$ cat src/rtl/pll_reconfig_ctl.sv
// ---------------------------------------------------------------------------
// pll_reconfig_ctl
//
// Dynamic-reconfiguration controller for the Tang 138K PLL. Software fills a
// shadow register file over an Avalon-MM management port and then writes
// START. The controller streams only the dirty shadow words to the PLL
// configuration port, pulses pll_reset, and waits for lock with a timeout.
//
// Ports:
//   mgmt_clk, mgmt_reset          sole clock, synchronous active-high reset
//   mgmt_read/mgmt_write          bus strobes
//   mgmt_address/mgmt_writedata   bus address and write data
//   mgmt_readdata                 combinational read mux, 0 when not reading
//   mgmt_waitrequest              stall while busy in waitrequest mode
//   pll_cfg_req/addr/data         config word offered to the PLL
//   pll_cfg_ack                   PLL accepted the offered word
//   pll_reset                     PLL reset pulse, RST_CYCLES long
//   pll_lock                      asynchronous PLL lock, synchronised here
//
// Handshake (pll_cfg_req / pll_cfg_ack): a word transfers on the clock edge
// where req and ack are both high. While req is high, addr and data are held
// stable. req is only raised one cycle after entering SEND and drops the
// cycle after the transfer, so two words never go back to back.
//
// Register map: 0x00 MODE (bit0: 0 stall, 1 polling), 0x01 STATUS
// {error, locked, busy}, 0x02 START (write only), 0x08.. SHADOW[i].
// ---------------------------------------------------------------------------
module pll_reconfig_ctl #(
  parameter int NUM_REGS     = 16,
  parameter int ADDR_W       = 6,
  parameter int DATA_W       = 32,
  parameter int RST_CYCLES   = 8,
  parameter int LOCK_TIMEOUT = 4096
) (
  input  logic              mgmt_clk,
  input  logic              mgmt_reset,
  input  logic              mgmt_read,
  input  logic              mgmt_write,
  input  logic [ADDR_W-1:0] mgmt_address,
  input  logic [DATA_W-1:0] mgmt_writedata,
  output logic [DATA_W-1:0] mgmt_readdata,
  output logic              mgmt_waitrequest,
  output logic              pll_cfg_req,
  output logic [ADDR_W-1:0] pll_cfg_addr,
  output logic [DATA_W-1:0] pll_cfg_data,
  input  logic              pll_cfg_ack,
  output logic              pll_reset,
  input  logic              pll_lock
);

  localparam int IDX_W   = (NUM_REGS > 1) ? $clog2(NUM_REGS) : 1;
  localparam int MAX_CNT = (RST_CYCLES > LOCK_TIMEOUT) ? RST_CYCLES : LOCK_TIMEOUT;
  localparam int CNT_W   = $clog2(MAX_CNT + 1);

  localparam logic [IDX_W-1:0]  LAST_IDX  = IDX_W'(NUM_REGS - 1);
  localparam logic [CNT_W-1:0]  RST_LAST  = CNT_W'(RST_CYCLES - 1);
  localparam logic [CNT_W-1:0]  LOCK_LAST = CNT_W'(LOCK_TIMEOUT - 1);

  localparam logic [ADDR_W-1:0] A_MODE   = ADDR_W'(0);
  localparam logic [ADDR_W-1:0] A_STATUS = ADDR_W'(1);
  localparam logic [ADDR_W-1:0] A_START  = ADDR_W'(2);
  localparam logic [ADDR_W-1:0] A_SHADOW = ADDR_W'(8);
  // One bit wider so a shadow window ending exactly at 2^ADDR_W still compares.
  localparam logic [ADDR_W:0]   SHADOW_END = (ADDR_W + 1)'(8 + NUM_REGS);

  typedef enum logic [2:0] {
    ST_IDLE,
    ST_SCAN,
    ST_SEND,
    ST_RST,
    ST_WAIT_LOCK
  } state_t;

  state_t              state;
  logic [IDX_W-1:0]    idx;
  logic [CNT_W-1:0]    cnt;
  logic [DATA_W-1:0]   shadow [NUM_REGS];
  logic [NUM_REGS-1:0] dirty;
  logic                mode;
  logic                error;
  logic                lock_meta;
  logic                lock_sync;

  logic                busy;
  logic                sel_shadow;
  logic [IDX_W-1:0]    sh_idx;
  logic                wr_en;
  logic                shadow_wr;
  logic                start_wr;
  logic                mode_wr;

  assign busy = (state != ST_IDLE);

  // ---------------------------------------------------------------------
  // Bus decode
  // ---------------------------------------------------------------------
  assign sel_shadow = (mgmt_address >= A_SHADOW) && ({1'b0, mgmt_address} < SHADOW_END);
  assign sh_idx     = IDX_W'(mgmt_address - A_SHADOW);

  // In stall mode every access waits until the FSM is back in IDLE; the
  // access then completes in that first IDLE cycle.
  assign mgmt_waitrequest = (mgmt_read | mgmt_write) & ~mode & busy;

  assign wr_en     = mgmt_write & ~mgmt_waitrequest;
  // In polling mode shadow and START writes during a sequence are dropped.
  assign shadow_wr = wr_en & ~busy & sel_shadow;
  assign start_wr  = wr_en & ~busy & (mgmt_address == A_START);
  assign mode_wr   = wr_en & (mgmt_address == A_MODE);

  always_comb begin
    mgmt_readdata = '0;
    if (mgmt_read) begin
      if (mgmt_address == A_MODE) begin
        mgmt_readdata[0] = mode;
      end else if (mgmt_address == A_STATUS) begin
        mgmt_readdata[2:0] = {error, lock_sync, busy};
      end else if (sel_shadow) begin
        mgmt_readdata = shadow[sh_idx];
      end
    end
  end

  // ---------------------------------------------------------------------
  // Shadow register file and mode bit
  // ---------------------------------------------------------------------
  always_ff @(posedge mgmt_clk) begin
    if (mgmt_reset) begin
      for (int i = 0; i < NUM_REGS; i++) begin
        shadow[i] <= '0;
      end
    end else if (shadow_wr) begin
      shadow[sh_idx] <= mgmt_writedata;
    end
  end

  always_ff @(posedge mgmt_clk) begin
    if (mgmt_reset) begin
      mode <= 1'b0;
    end else if (mode_wr) begin
      mode <= mgmt_writedata[0];
    end
  end

  // pll_lock is asynchronous: two-flop synchroniser.
  always_ff @(posedge mgmt_clk) begin
    if (mgmt_reset) begin
      lock_meta <= 1'b0;
      lock_sync <= 1'b0;
    end else begin
      lock_meta <= pll_lock;
      lock_sync <= lock_meta;
    end
  end

  // ---------------------------------------------------------------------
  // Sequencer. cnt is shared: RST pulse length, then lock-wait time.
  // ---------------------------------------------------------------------
  always_ff @(posedge mgmt_clk) begin
    if (mgmt_reset) begin
      state        <= ST_IDLE;
      idx          <= '0;
      cnt          <= '0;
      dirty        <= '0;
      error        <= 1'b0;
      pll_cfg_req  <= 1'b0;
      pll_cfg_addr <= '0;
      pll_cfg_data <= '0;
      pll_reset    <= 1'b0;
    end else begin
      // Shadow writes only happen in IDLE, so they never race an ack clear.
      if (shadow_wr) begin
        dirty[sh_idx] <= 1'b1;
      end

      case (state)
        ST_IDLE: begin
          if (start_wr) begin
            state <= ST_SCAN;
            idx   <= '0;
            error <= 1'b0;
          end
        end

        ST_SCAN: begin
          if (dirty[idx]) begin
            state        <= ST_SEND;
            pll_cfg_addr <= ADDR_W'(idx);
            pll_cfg_data <= shadow[idx];
          end else if (idx == LAST_IDX) begin
            state     <= ST_RST;
            pll_reset <= 1'b1;
            cnt       <= '0;
          end else begin
            idx <= idx + 1'b1;
          end
        end

        ST_SEND: begin
          if (!pll_cfg_req) begin
            pll_cfg_req <= 1'b1;
          end else if (pll_cfg_ack) begin
            pll_cfg_req <= 1'b0;
            dirty[idx]  <= 1'b0;
            if (idx == LAST_IDX) begin
              state     <= ST_RST;
              pll_reset <= 1'b1;
              cnt       <= '0;
            end else begin
              state <= ST_SCAN;
              idx   <= idx + 1'b1;
            end
          end
        end

        ST_RST: begin
          if (cnt == RST_LAST) begin
            state     <= ST_WAIT_LOCK;
            pll_reset <= 1'b0;
            cnt       <= '0;
          end else begin
            cnt <= cnt + 1'b1;
          end
        end

        ST_WAIT_LOCK: begin
          if (lock_sync) begin
            state <= ST_IDLE;
          end else if (cnt == LOCK_LAST) begin
            state <= ST_IDLE;
            error <= 1'b1;
          end else begin
            cnt <= cnt + 1'b1;
          end
        end

        default: state <= ST_IDLE;
      endcase
    end
  end

endmodule

$ cat config.mk
export PLATFORM = sky130hd
export DESIGN_NAME = pll_reconfig_ctl
export DESIGN_NICKNAME = d
export VERILOG_FILES = /design/src/rtl/pll_reconfig_ctl.sv
export SDC_FILE = /design/constraint.sdc
export NUM_CORES = 1
export LEC_CHECK = 0
export CORE_UTILIZATION = 52
export CTS_CLUSTER_DIAMETER = 30
export CTS_CLUSTER_SIZE = 14
export DETAILED_ROUTE_END_ITERATION = 8
export PLACE_DENSITY = 0.7
export SLEW_MARGIN = 20
export SYNTH_ARGS = -nofsm -noshare
export SYNTH_HDL_FRONTEND = slang
export SYNTH_SLANG_ARGS = --single-unit
$ cat constraint.sdc
create_clock -name mgmt_clk -period 6.7 [get_ports mgmt_clk]
set_input_delay 1.675 -clock mgmt_clk [delete_from_list [all_inputs] [get_ports mgmt_clk]]
set_output_delay 1.675 -clock mgmt_clk [all_outputs]
set_load 0.1 [all_outputs]
**After elaboration in Yosys (flattened, before gate mapping)**

Memories as Yosys holds them, arrays and structs flattened. A register that Yosys moved wholly into a read port is not among the register bits.
Index checks and enable logic that the tools add are counted.

- Order comparisons: 6
- Equality and inequality tests: 19
- $add $sub $neg: 3
- Bitwise gates (word level): 14
- Reductions and logical operators: 17
- Multiplexer cells: 61

Operators by type and width:

| operator | number |
|---|---|
| 32-bit 2-to-1 mux | 3 |
| 13-bit 2-to-1 mux | 7 |
| 16-bit 2-to-1 mux | 5 |
| 13-bit one-hot mux with 4 select lines | 1 |
| 32-bit OR reduction | 1 |
| 31-bit 2-to-1 mux | 1 |
| 29-bit 2-to-1 mux | 1 |
| 3-bit 2-to-1 mux | 9 |
| 4-bit 2-to-1 mux | 6 |
| 1-bit 2-to-1 mux | 20 |
| 16-bit bitwise AND | 1 |
| 2-bit inequality test, second input constant | 8 |
| 16-bit NOT | 1 |
| 16-bit bitwise OR | 1 |
| 3-bit one-hot mux with 5 select lines | 1 |
| 13-bit by 1-bit adder with 13-bit output, second input constant | 1 |
| 13-bit by 12-bit == test with 1-bit output, second input constant | 1 |
| 13-bit by 3-bit == test with 1-bit output, second input constant | 1 |
| 4-bit one-hot mux with 3 select lines | 1 |
| 6-bit AND reduction | 2 |
| 4-bit by 5-bit < comparator with 1-bit output, second input constant | 2 |
| 5-bit AND reduction | 2 |
| 3-bit nonzero test | 3 |
| 1-bit demux with 4-bit select | 2 |
| 26 further kinds | 39 |

- RAM bits: 512
- Memories: 1
- Input port bits: 44
- Output and inout bits: 73
- Bits in registers: 46

Memories:

| memory | depth | width | read ports | clocked after memory_dff | wr ports | line | RTL |
|---|---|---|---|---|---|---|---|
| shadow | 16 | 32 | 2 | 1 | 16 | 77 | `logic [DATA_W-1:0] shadow [NUM_REGS];` |

**Depth between registers and ports, before layout**

- Word-level depth: 13
- Gate-level depth with buffers: 9

**Least setup slack after synthesis**

Ideal clock, no wire load.

- Kind: input to output
- Start point: input mgmt_address[1]
- End point: output mgmt_readdata[0]
- Arrival: 4.194 ns
- Required time: 5.025 ns
- Stages: 7
- Setup slack: 0.831 ns
- Cell sequence: buf_2 buf_2 buf_1 nor2_1 nand2_1 o21ai_0 a21oi_1

- Longest elaborated chain between the ends: 6
- Elaborated cells between the ends (all ways): 11
- Those cells by class: 1 x add/sub; 2 x order compare; 1 x eq/ne; 4 x mux; 2 x reduce/logical; 1 x memory

Ends and longest elaborated chain:

| what | line | RTL |
|---|---|---|
| start, declared | 39 | `input logic [ADDR_W-1:0] mgmt_address,` |
| 4-bit subtractor (tied with other cells) | 98 | `assign sh_idx = IDX_W'(mgmt_address - A_SHADOW);` |
| memory 16 x 32 bit or 1-bit logical AND (tied branches) | - |  |
| 32-bit 2-to-1 mux | 117 | `end else if (sel_shadow) begin` |
| 3-bit 2-to-1 mux | 115 | `end else if (mgmt_address == A_STATUS) begin` |
| 1-bit 2-to-1 mux * | 113 | `if (mgmt_address == A_MODE) begin` |
| 32-bit 2-to-1 mux * | 112 | `if (mgmt_read) begin` |
| end, declared | 41 | `output logic [DATA_W-1:0] mgmt_readdata,` |

Mark *: on every way between the ends. The rest lies on a longest branch, timed or not.

**Worst setup path after layout**

- Start point: input mgmt_address[0]
- End point: output mgmt_readdata[25]

- Longest elaborated chain between the ends: 6
- Elaborated cells between the ends (all ways): 11
- Those cells by class: 1 x add/sub; 2 x order compare; 1 x eq/ne; 4 x mux; 2 x reduce/logical; 1 x memory

Ends and longest elaborated chain:

| what | line |
|---|---|
| 4-bit subtractor (tied with other cells) | 98 |
| memory 16 x 32 bit or 1-bit logical AND (tied branches) | - |
| 32-bit 2-to-1 mux | 117 |
| 29-bit 2-to-1 mux | 115 |
| 31-bit 2-to-1 mux * | 113 |
| 32-bit 2-to-1 mux * | 112 |

Marked as above.

==> flow_summary.json <==
{
  "viasPerCell": 6.611,
  "core_mm2": 0.05814,
  "gp_congestion": 0.8033,
  "grt_util_all_layers_pct": 31.67,
  "clock_latency_ps": 730,
  "die_h_um": 245.5,
  "grt_antenna_before_repair": 9,
  "dp_slack_ps": 757.1,
  "synth_compound_area_share_pct": 3.029,
  "cp_slowest_cell": "mux4_2",
  "synth_edf_count": 512,
  "ctsHoldBuffers": 0,
  "max-slew-margin-rel_pct": 30.29,
  "drt_iter0_markers": 2603,
  "finalClockSkew_ps": 29.06,
  "critPathTopFamily": "buffers and inverters",
  "ant_nets": 0,
  "yosysMostFrequentCell": "and2_1",
  "finalSetupTns_ps": 0,
  "cp.required_ps": 5030,
  "area_delta_synth_final_pct": 21.06,
  "cap_violations": 0,
  "grt_pass1_vias": 20290,
  "start_util_pct": 53.01,
  "first_pass_iters": 6,
  "dieArea_mm2": 0.06025,
  "synth_top_family_by_area": "multiplexers",
  "routedWlPerCell_um": 30.51,
  "critPathMaxStageDelay_ps": 560,
  "dpl_cell_area_mm2": 0.03282,
  "post_cts_buffers": 0,
  "grt_max_degree": 98,
  "num_vias": 20020,
  "seq_area_frac_synth_pct": 54.95,
  "htreeDepth": 4,
  "fp.dieW_um": 245.5,
  "synth.distinct_cells": 71,
  "synthAdderAreaFrac_pct": 0.2030,
  "clockBufferDepth": 3,
  "crit_buf_inv": 3,
  "synth_area_leaders": "edfxtp_1 (50%), mux4_2 (24%), and2_1 (10%)",
  "clkTransAtPathRegs_ps": 40,
  "power_density_mw_per_mm2": 329.7,
  "finish.utilization_pct": 64.18,
  "cts_resized": 0,
  "boundaryPins": 117,
  "synth-main-ff-cell": "edfxtp_1",
  "p_total_mw": 12.30,
  "ir_drop_mv": 0.2613,
  "cts_tree": "done",
  "crit_arrival_ps": 4220,
  "synth_warnings": 0,
  "cts-root-buf": "clkbuf_16",
  "syn_area_mm2": 0.03082,
  "n_fill_cell": 4082,
  "final-hold-violation-count": 0,
  "cts_made_buffers": 132,
  "fin_area_mm2": 0.03731,
  "fin_nets": 2199,
  "rsz0062_at_grt": "no",
  "fin_ws_ps": 808.7,
  "grt_pass1_wl_mm": 135.2,
  "worst_pin_slew_ps": 1046,
  "rows": 88,
  "start_kind": "primary input",
  "synth_xor_area_share_pct": 0.05684,
  "drive_gt1_share_pct": 30.78,
  "synthMuxAreaShare_pct": 23.77,
  "final_max_slew_viol_count": 0,
  "timing.final.crit_share_pct": 87.93,
  "io_buffers": 114,
  "dpl.hpwl_mm": 51.00,
  "path_max_fanout": 51,
  "synthTopCellsByCount": "and2_1 (515), edfxtp_1 (512), mux4_2 (322)",
  "grt-ovfl-total": 0,
  "synthArstFlopShare_pct": 0,
  "crit_chain": "clkbuf_8, buf_4, mux4_2, mux4_2, and3_1, buf_4",
  "drt-total-wl_mm": 92.40,
  "synth_top_area_share_pct": 49.89,
  "path_class": "in -> out",
  "p_leak_nw": 13.19,
  "synthCells": 2035,
  "drc_errors": 0,
  "period_needed_ps": 5891,
  "run_status": "complete, no violations",
  "hp-class": "reg -> reg",
  "clock.fmax_mhz": 169.7,
  "synth.avg_cell_area_um2": 15.14,
  "end_kind": "output pin",
  "yosysTopAreaCell": "edfxtp_1",
  "setup_viol": 0,
  "ys_ff_latch": 590,
  "synth-simple-area-share_pct": 15.00,
  "cts_sinks": 590
}
[cell usage in the layout (no fill, tap or decap), types with 8 or more instances in the layout]
master           synthesis  routed
and2_1                 515     515
edfxtp_1               512     512
mux4_2                 322     322
clkbuf_16                0     133
nand2_1                 94      94
clkdlybuf4s50_1          0      75
dfxtp_1                 78      74
buf_4                    9      70
a21oi_1                 58      58
and3_1                  36      36
nor2_1                  47      35
buf_12                   0      24
clkbuf_1               117      22
nor2_4                   4      17
a211oi_1                17      17
clkinvlp_4               0      17
clkinv_2                 0      15
bufinv_16                0      14
clkinv_1                 0      14
o21ai_0                 12      12
a21o_2                   1      10
nand3_1                  9       9
clkinv_8                 0       8
inv_6                    0       8
[final timing paths]
check	startpoint	to	slack (ps)	cells after the start
worst max-delay path	mgmt_address[0]	mgmt_readdata[25]	810	6
worst min register to register	lock_meta	lock_sync	450	1
worst min-delay path	lock_meta	lock_sync	450	1
worst max register to register	idx[1]	pll_cfg_data[10]	2950	6
[through the flow]
step,cells,hold WS (ps)
global route,3028,470.6
global placement,2781,436.0
detailed placement,2781,421.7
floorplan,2036,413.8
finish,3029,445.7
CTS,3026,443.3
[logic make-up (layout without fill, tap and decap cells)]
group | Yosys count | after routing
AND/OR/NAND/NOR | 774 | 774
flip-flops | 590 | 590
multiplexers | 329 | 329
buffers and inverters | 199 | 424
AO/OA/AOI/OAI | 135 | 135
adder cells (fa/ha/maj) | 5 | 5
XOR/XNOR | 2 | 2
other | 1 | 5
[sequential cells by signal (all words and copies together) (netlist names)]
name and cells:
mode 1, pll_cfg_data 32, lock_meta 1, pll_cfg_req 1, pll_cfg_addr 4, cnt 13, state 3, pll_reset 1
idx 4, lock_sync 1, shadow 512, dirty 16, error 1
[report_power, final]
| group | total, mW | internal (mW) | switching [mW] |
|---|---|---|---|
| Sequential | 4.29 | 4.14 | 0.144 |
| Combinational | 1.56 | 0.705 | 0.854 |
| Clock | 6.46 | 4.27 | 2.18 |
[layer usage]
metal,vias up,wire [um],GRT usage (%)
met1,10310,33490,41.61
met3,246,10740,7.432
met2,1344,44700,50.34
met5,-,72,0
li1,8118,-,-
met4,10,3400,14.32
[cell type report]
type	count	area (um^2)	share of cell area, %
multi-input cells	1247	13100	35.11
diodes	3	7.507	0.02012
inverters	6	22.52	0.06036
clock buffers	160	3480	9.326
repair buffers	173	1792	4.802
flip-flops and latches	590	16950	45.43
clock inverters	85	1002	2.686
well taps	765	957.2	2.565
No activity file was read; power rests on OpenSTA's default activity.
